===== src/rtl/uart_bus_bridge_pkg.sv =====
// rtl/uart_bus_bridge_pkg.sv - shared command bytes, FSM encoding and peripheral addresses
package uart_bus_bridge_pkg;

    localparam logic [7:0] CMD_WRITE = 8'h57;
    localparam logic [7:0] CMD_READ  = 8'h52;
    localparam logic [7:0] RSP_OK    = 8'h4B;

    localparam logic [31:0] ADDR_TH      = 32'h4000_0000;
    localparam logic [31:0] ADDR_TL      = 32'h4000_0004;
    localparam logic [31:0] ADDR_TCON    = 32'h4000_0008;
    localparam logic [31:0] ADDR_LEDS    = 32'h4000_000C;
    localparam logic [31:0] ADDR_DIGIT   = 32'h4000_0010;
    localparam logic [31:0] ADDR_SYSTICK = 32'h4000_0014;

    typedef enum logic [2:0] {
        ST_IDLE,
        ST_ADDR,
        ST_DATA,
        ST_REQ,
        ST_ACC,
        ST_RESP
    } state_t;

    // Byte idx of a word, most significant byte first (idx 0 = bits 31:24).
    function automatic logic [7:0] word_byte(input logic [31:0] word, input logic [1:0] idx);
        logic [7:0] b;
        case (idx)
            2'd0:    b = word[31:24];
            2'd1:    b = word[23:16];
            2'd2:    b = word[15:8];
            default: b = word[7:0];
        endcase
        return b;
    endfunction

endpackage


===== src/rtl/uart_byte_io.sv =====
// rtl/uart_byte_io.sv - 8N1 receive and transmit engines sharing one bit period
module uart_byte_io #(
    parameter int CLKS_PER_BIT = 868
) (
    input  logic       clk,
    input  logic       reset,
    input  logic       rx_i,
    output logic       tx_o,
    output logic       rx_valid_o,
    output logic [7:0] rx_byte_o,
    input  logic       tx_start_i,
    input  logic [7:0] tx_byte_i,
    output logic       tx_busy_o
);

    localparam int CW = $clog2(CLKS_PER_BIT);
    localparam logic [CW-1:0] LAST = CW'(CLKS_PER_BIT - 1);
    localparam logic [CW-1:0] HALF = CW'(CLKS_PER_BIT / 2 - 1);

    typedef enum logic [1:0] {RX_IDLE, RX_START, RX_DATA, RX_STOP} rx_state_t;

    rx_state_t       rx_state_q, rx_state_d;
    logic            rx_meta_q, rx_sync_q, rx_prev_q;
    logic [CW-1:0]   rx_cnt_q, rx_cnt_d;
    logic [2:0]      rx_bit_q, rx_bit_d;
    logic [7:0]      rx_shift_q, rx_shift_d;
    logic            rx_valid_q, rx_valid_d;

    logic            tx_busy_q, tx_busy_d;
    logic            tx_q, tx_d;
    logic [CW-1:0]   tx_cnt_q, tx_cnt_d;
    logic [3:0]      tx_bit_q, tx_bit_d;
    logic [8:0]      tx_shift_q, tx_shift_d;

    always_ff @(posedge clk) begin
        if (reset) begin
            rx_meta_q  <= 1'b1;
            rx_sync_q  <= 1'b1;
            rx_prev_q  <= 1'b1;
            rx_state_q <= RX_IDLE;
            rx_cnt_q   <= '0;
            rx_bit_q   <= '0;
            rx_shift_q <= '0;
            rx_valid_q <= 1'b0;
            tx_busy_q  <= 1'b0;
            tx_q       <= 1'b1;
            tx_cnt_q   <= '0;
            tx_bit_q   <= '0;
            tx_shift_q <= '1;
        end else begin
            rx_meta_q  <= rx_i;
            rx_sync_q  <= rx_meta_q;
            rx_prev_q  <= rx_sync_q;
            rx_state_q <= rx_state_d;
            rx_cnt_q   <= rx_cnt_d;
            rx_bit_q   <= rx_bit_d;
            rx_shift_q <= rx_shift_d;
            rx_valid_q <= rx_valid_d;
            tx_busy_q  <= tx_busy_d;
            tx_q       <= tx_d;
            tx_cnt_q   <= tx_cnt_d;
            tx_bit_q   <= tx_bit_d;
            tx_shift_q <= tx_shift_d;
        end
    end

    // Start bit is confirmed half a bit after the falling edge; later samples land mid-bit.
    always_comb begin
        rx_state_d = rx_state_q;
        rx_cnt_d   = rx_cnt_q;
        rx_bit_d   = rx_bit_q;
        rx_shift_d = rx_shift_q;
        rx_valid_d = 1'b0;
        case (rx_state_q)
            RX_IDLE: begin
                if (rx_prev_q && !rx_sync_q) begin
                    rx_state_d = RX_START;
                    rx_cnt_d   = '0;
                end
            end
            RX_START: begin
                if (rx_cnt_q == HALF) begin
                    rx_cnt_d   = '0;
                    rx_bit_d   = '0;
                    rx_state_d = rx_sync_q ? RX_IDLE : RX_DATA;
                end else begin
                    rx_cnt_d = rx_cnt_q + 1'b1;
                end
            end
            RX_DATA: begin
                if (rx_cnt_q == LAST) begin
                    rx_cnt_d   = '0;
                    rx_shift_d = {rx_sync_q, rx_shift_q[7:1]};
                    rx_bit_d   = rx_bit_q + 1'b1;
                    if (rx_bit_q == 3'd7) begin
                        rx_state_d = RX_STOP;
                    end
                end else begin
                    rx_cnt_d = rx_cnt_q + 1'b1;
                end
            end
            RX_STOP: begin
                if (rx_cnt_q == LAST) begin
                    rx_state_d = RX_IDLE;
                    rx_valid_d = rx_sync_q;
                end else begin
                    rx_cnt_d = rx_cnt_q + 1'b1;
                end
            end
            default: rx_state_d = RX_IDLE;
        endcase
    end

    // Frame is start, 8 data bits, stop; tx_bit_q counts completed bit periods.
    always_comb begin
        tx_busy_d  = tx_busy_q;
        tx_d       = tx_q;
        tx_cnt_d   = tx_cnt_q;
        tx_bit_d   = tx_bit_q;
        tx_shift_d = tx_shift_q;
        if (!tx_busy_q) begin
            if (tx_start_i) begin
                tx_busy_d  = 1'b1;
                tx_d       = 1'b0;
                tx_cnt_d   = '0;
                tx_bit_d   = '0;
                tx_shift_d = {1'b1, tx_byte_i};
            end
        end else if (tx_cnt_q == LAST) begin
            tx_cnt_d = '0;
            if (tx_bit_q == 4'd9) begin
                tx_busy_d = 1'b0;
                tx_d      = 1'b1;
            end else begin
                tx_d       = tx_shift_q[0];
                tx_shift_d = {1'b1, tx_shift_q[8:1]};
                tx_bit_d   = tx_bit_q + 1'b1;
            end
        end else begin
            tx_cnt_d = tx_cnt_q + 1'b1;
        end
    end

    assign rx_valid_o = rx_valid_q;
    assign rx_byte_o  = rx_shift_q;
    assign tx_o       = tx_q;
    assign tx_busy_o  = tx_busy_q;

endmodule


===== src/rtl/uart_bus_bridge.sv =====
// rtl/uart_bus_bridge.sv - serial command parser that owns the memory bus for one access
module uart_bus_bridge
    import uart_bus_bridge_pkg::*;
#(
    parameter int CLKS_PER_BIT   = 868,
    parameter int TIMEOUT_CYCLES = 1_000_000
) (
    input  logic        clk,
    input  logic        reset,
    input  logic        uart_rx,
    output logic        uart_tx,
    output logic        bus_req,
    input  logic        bus_gnt,
    output logic [31:0] bus_addr,
    output logic [31:0] bus_wdata,
    output logic        bus_read,
    output logic        bus_write,
    input  logic [31:0] bus_rdata,
    output logic        busy
);

    localparam int TW = $clog2(TIMEOUT_CYCLES + 1);
    localparam logic [TW-1:0] TO_LAST = TW'(TIMEOUT_CYCLES - 1);

    logic       rx_valid;
    logic [7:0] rx_byte;
    logic       tx_start;
    logic [7:0] tx_byte;
    logic       tx_busy;

    state_t        state_q, state_d;
    logic          op_write_q, op_write_d;
    logic [1:0]    byte_cnt_q, byte_cnt_d;
    logic [1:0]    resp_cnt_q, resp_cnt_d;
    logic [31:0]   addr_q, addr_d;
    logic [31:0]   wdata_q, wdata_d;
    logic [31:0]   rdata_q, rdata_d;
    logic [TW-1:0] to_cnt_q, to_cnt_d;

    uart_byte_io #(.CLKS_PER_BIT(CLKS_PER_BIT)) u_io (
        .clk        (clk),
        .reset      (reset),
        .rx_i       (uart_rx),
        .tx_o       (uart_tx),
        .rx_valid_o (rx_valid),
        .rx_byte_o  (rx_byte),
        .tx_start_i (tx_start),
        .tx_byte_i  (tx_byte),
        .tx_busy_o  (tx_busy)
    );

    always_ff @(posedge clk) begin
        if (reset) begin
            state_q    <= ST_IDLE;
            op_write_q <= 1'b0;
            byte_cnt_q <= '0;
            resp_cnt_q <= '0;
            addr_q     <= '0;
            wdata_q    <= '0;
            rdata_q    <= '0;
            to_cnt_q   <= '0;
        end else begin
            state_q    <= state_d;
            op_write_q <= op_write_d;
            byte_cnt_q <= byte_cnt_d;
            resp_cnt_q <= resp_cnt_d;
            addr_q     <= addr_d;
            wdata_q    <= wdata_d;
            rdata_q    <= rdata_d;
            to_cnt_q   <= to_cnt_d;
        end
    end

    always_comb begin
        state_d    = state_q;
        op_write_d = op_write_q;
        byte_cnt_d = byte_cnt_q;
        resp_cnt_d = resp_cnt_q;
        addr_d     = addr_q;
        wdata_d    = wdata_q;
        rdata_d    = rdata_q;
        to_cnt_d   = to_cnt_q;
        case (state_q)
            ST_IDLE: begin
                if (rx_valid && (rx_byte == CMD_WRITE || rx_byte == CMD_READ)) begin
                    op_write_d = (rx_byte == CMD_WRITE);
                    byte_cnt_d = '0;
                    to_cnt_d   = '0;
                    state_d    = ST_ADDR;
                end
            end
            ST_ADDR, ST_DATA: begin
                if (rx_valid) begin
                    to_cnt_d   = '0;
                    byte_cnt_d = byte_cnt_q + 2'd1;
                    if (state_q == ST_ADDR) begin
                        addr_d = {addr_q[23:0], rx_byte};
                    end else begin
                        wdata_d = {wdata_q[23:0], rx_byte};
                    end
                    if (byte_cnt_q == 2'd3) begin
                        state_d = (state_q == ST_ADDR && op_write_q) ? ST_DATA : ST_REQ;
                    end
                end else if (to_cnt_q == TO_LAST) begin
                    state_d = ST_IDLE;
                end else begin
                    to_cnt_d = to_cnt_q + 1'b1;
                end
            end
            ST_REQ: begin
                if (bus_gnt) begin
                    state_d = ST_ACC;
                end
            end
            // A grant withdrawn in the access cycle sends us back to wait rather than strobe.
            ST_ACC: begin
                if (bus_gnt) begin
                    if (!op_write_q) begin
                        rdata_d = bus_rdata;
                    end
                    resp_cnt_d = '0;
                    state_d    = ST_RESP;
                end else begin
                    state_d = ST_REQ;
                end
            end
            ST_RESP: begin
                if (!tx_busy) begin
                    resp_cnt_d = resp_cnt_q + 2'd1;
                    if (op_write_q || resp_cnt_q == 2'd3) begin
                        state_d = ST_IDLE;
                    end
                end
            end
            default: state_d = ST_IDLE;
        endcase
    end

    always_comb begin
        bus_req   = (state_q == ST_REQ) || (state_q == ST_ACC);
        bus_read  = (state_q == ST_ACC) && bus_gnt && !op_write_q;
        bus_write = (state_q == ST_ACC) && bus_gnt && op_write_q;
        busy      = (state_q != ST_IDLE);
        tx_start  = (state_q == ST_RESP) && !tx_busy;
        tx_byte   = op_write_q ? RSP_OK : word_byte(rdata_q, resp_cnt_q);
    end

    assign bus_addr  = addr_q;
    assign bus_wdata = wdata_q;

endmodule


===== config.mk =====
export PLATFORM = sky130hd
export DESIGN_NAME = uart_bus_bridge
export DESIGN_NICKNAME = d
export VERILOG_FILES = /design/src/rtl/uart_bus_bridge_pkg.sv /design/src/rtl/uart_byte_io.sv /design/src/rtl/uart_bus_bridge.sv
export SDC_FILE = /design/constraint.sdc
export NUM_CORES = 1
export LEC_CHECK = 0
export ABC_AREA = 1
export BUFFER_PORTS_ARGS = -buffer_cell sky130_fd_sc_hd__buf_2
export CAP_MARGIN = 5
export CORE_ASPECT_RATIO = 1.4
export CORE_MARGIN = 5
export CORE_UTILIZATION = 50
export DETAILED_ROUTE_END_ITERATION = 16
export HOLD_SLACK_MARGIN = 0.08
export PLACE_DENSITY_LB_ADDON = 0.05
export SYNTH_ARGS = -nofsm -noshare
export SYNTH_HDL_FRONTEND = slang
export SYNTH_HIERARCHICAL = 1
export SYNTH_SLANG_ARGS = --single-unit

===== constraint.sdc =====
create_clock -name clk -period 1.5 [get_ports clk]
set_input_delay 0.075 -clock clk [delete_from_list [all_inputs] [get_ports clk]]
set_output_delay 0.075 -clock clk [all_outputs]
set_load 0.01 [all_outputs]

==> flow_metrics.env <==
export IMPL_hold_viol_final=0
export IMPL_critical_path_class="flop to flop"
export IMPL_fin_nets=1493
export IMPL_dieArea_mm2=0.01891
export IMPL_async_flop_share_pct=0
export IMPL_drtIter0Drc=607
export IMPL_antenna_found_initial=0
export IMPL_path_max_fanout=6
export IMPL_failed_checks="setup timing"
export IMPL_yosysWarnings=6
export IMPL_final_antenna_net_count=0
export IMPL_grt_overflow=0
export IMPL_grt_pass1_wl_um=36710
export IMPL_clk_latency_ns=0.44
export IMPL_yosys_area_top_type="dfxtp_1"
export IMPL_cts_made_buffers=17
export IMPL_crit_path_end_kind="flop"
export IMPL_period_minus_slack_ns=1.560
export IMPL_clk_pin_slew_ns=0.07
export IMPL_worstPathArrival_ns=1.89
export IMPL_yosys_most_used_dff="dfxtp_1"
export IMPL_vdd_ir_drop_worst_mv=1.310
export IMPL_cts_tree="done"
export IMPL_syn_to_final_growth_pct=43.92
export IMPL_rsz0062_at_grt="true"
export IMPL_antennaDiodeCount=0
export IMPL_fin_util_pct=72.82
export IMPL_wire_per_inst_um=14.14
export IMPL_cts_htree_levels=4
export IMPL_worstPathRequired_ns=1.83
export IMPL_max_slew_margin_rel_pct=64.05
export IMPL_grt_pass1_vias=7908
export IMPL_max_stage_delay_ns=0.36
export IMPL_synth_avg_cell_area_um2=6.858
export IMPL_yosysSeqAreaShare_pct=43.18
export IMPL_clkSinkCount=175
export IMPL_synthDistinctLibCells=36
export IMPL_max_freq_mhz=641.1
export IMPL_place_gp_congestion=0.9128
export IMPL_setup_slack_ns=-0.05972
export IMPL_fin_worst_skew_ns=0.01094
export IMPL_period_share_pct=104.0
export IMPL_clockBufferDepth=2
export IMPL_viasPerCell=5.246
export IMPL_rows=55
export IMPL_tightestPinTransition_ns=0.5393
export IMPL_cp_endpoint="bus_wdata[3]"
export IMPL_die_y_um=160.7
export IMPL_start_kind="flop"
export IMPL_cpMaxStageDelayCell="dfxtp_4"
export IMPL_drc=0
export IMPL_maxCapViolations=0
export IMPL_hold_class="input pin to flop"
export IMPL_status="finished, violations left"
export IMPL_power_per_cell_area_mw_per_mm2=1138
export IMPL_synth_nets=1232
export IMPL_cts_root_buf="clkbuf_16"
export IMPL_io_pins=105
export IMPL_rr_worst_depth=11
export IMPL_io_buffers=104
export IMPL_layout_commonest_cell="nand2_1"
export IMPL_drtPass1Iterations=6
export IMPL_worstSetupStartpoint="state_q[0]"
export IMPL_cp_common_cell="nand2_4"
export IMPL_synth_seq_cells=175
export IMPL_synth_edf_count=0
export IMPL_setup_violations=52
export IMPL_yosysTopAreaCellShare_pct=43.18
export IMPL_grt_usage_pct=22.76
export IMPL_maxSlewViolCount=0
export IMPL_layout_common_cells="nand2_1, dfxtp_1, buf_4"
export IMPL_yosys_top_cells_area="dfxtp_1, nand2_1, nor2_1"
export IMPL_hold_ws_ns=0.3786
export IMPL_leakagePower_nw=5.042
export IMPL_initial_utilization_pct=50.60
export IMPL_netlist_instances=1183
export IMPL_wl_um=23410
export IMPL_r2r_slack_ns=-0.06
export IMPL_syn_cell_area_mm2=0.008113
export IMPL_dr_total_vias=8687
export IMPL_fp_coreArea_mm2=0.01603
export IMPL_worstPathCellList="buf_6 -> nand2_4 -> nand2_4 -> inv_4 -> nand2_4 -> inv_4 -> nand3_4 -> buf_6 -> buf_4 -> o21ai_1 -> a21oi_1"
export IMPL_reg2reg_to="bus_wdata[3]"
export IMPL_reg2reg_from="state_q[0]"
export IMPL_die_x_um=117.7
export IMPL_drive_above_1_share_pct=32.81
export IMPL_grt_max_degree=43
export IMPL_dp_hpwl_um=15000
==> routing by layer <==
layer	up-vias	wire length [um]	track usage (%)
met1	4102	9563	27.87
met2	188	12500	40.89
met5	-	0	0
met3	37	944	4.333
li1	4360	-	-
met4	0	403	5.842
==> how the worst min path moves through the flow <==
| stage | slack (ns) | start | end | depth (start not counted) |
|---|---|---|---|---|
| floorplan | 0.18 | uart_rx | u_io/rx_meta_q | 1 |
| global placement | 0.27 | uart_rx | u_io/rx_meta_q | 2 |
| detailed placement | 0.27 | uart_rx | u_io/rx_meta_q | 2 |
| CTS | 0.36 | uart_rx | u_io/rx_meta_q | 3 |
| global route | 0.38 | uart_rx | u_io/rx_meta_q | 3 |
| finish | 0.38 | uart_rx | u_io/rx_meta_q | 3 |
==> kinds of logic after synthesis <==
family	Yosys count	share of synthesized area, %
compound gates	216	13.86
flops	175	43.18
xor+xnor	7	0.7557
simple gates	618	32.20
fa+ha+maj	13	2.005
buf+inv	154	7.989
==> synth_stat cells (all sizes together) (6+ instances only) <==
| library cell | n |
|---|---|
| a21oi | 120 |
| buf | 21 |
| clkbuf | 28 |
| dfxtp | 175 |
| ha | 13 |
| inv | 102 |
| nand2 | 328 |
| nand3 | 63 |
| nand4 | 31 |
| nor2 | 180 |
| nor3 | 8 |
| o211ai | 7 |
| o21ai | 76 |
| or2 | 6 |
==> cell type report <==
type                            count  area (um2)
Timing Repair Buffer              290        2257
Clock buffer                       17       425.4
Fill cell                        1266        4358
Clock inverter                     15       183.9
Sequential cell                   175        3531
Multi-Input combinational cell    855        4609
Tap cell                          199       249.0
Inverter                          105       420.4
==> report_power, final <==
part / internal [W] / switching (W) / leakage, nW
clock network: 0.00227 / 0.00220 / 0.296
registers: 0.00493 / 0.000199 / 1.42
logic: 0.00161 / 0.00208 / 3.32
total: 0.00881 / 0.00448 / 5.04
==> registers in the layout, summed over array words and instances, names as in the netlist, named ones only <==
| register | count |
|---|---|
| to_cnt_q | 20 |
| u_io/rx_bit_q | 3 |
| u_io/rx_valid_o | 1 |
| u_io/rx_meta_q | 1 |
| u_io/rx_byte_o | 8 |
| u_io/tx_o | 1 |
| resp_cnt_q | 2 |
| u_io/rx_sync_q | 1 |
| rdata_q | 32 |
| bus_addr | 32 |
| u_io/rx_cnt_q | 10 |
| u_io/tx_busy_o | 1 |
| u_io/rx_prev_q | 1 |
| u_io/tx_bit_q | 4 |
| u_io/tx_cnt_q | 10 |
| u_io/tx_shift_q | 8 |
| u_io/rx_state_q | 1 |
| byte_cnt_q | 2 |
| bus_wdata | 32 |
| op_write_q | 1 |
| state_q | 3 |
==> critical path: cells and delay by family, from the launching register on <==
kind	cells	cell delay, ns
DFF	1	0.36
AOI/OAI and AO/OA	2	0.16
buffers and inverters	5	0.61
and+or+nand+nor	4	0.34
==> stage by stage <==
step	std cells	power [W]	TNS, ns	cell area, um2	worst slack [ns]
after floorplan	1183	0.006786	0	8117	0.03716
after detailed placement	1551	0.007830	-1.171	9540	-0.08786
after CTS	1628	0.01270	-0.4129	10800	-0.09986
after global routing	1656	0.01392	-7.191	11680	-0.1286
after global placement	1551	0.007806	-0.2470	9540	-0.04089
final	1656	0.01329	-0.9888	11680	-0.05972
==> repair_timing <==
| item | CTS | global route |
|---|---|---|
| gates cloned | 2 | 11 |
| setup buffers | 8 | 18 |
| resized for setup | 61 | 201 |
| pin swaps | 13 | 54 |
| endpoints found under the hold margin | 40 | 0 |
| setup endpoints to repair | 40 | 142 |
| hold buffers | 35 | 0 |
Power figures use the tool's default switching activity.
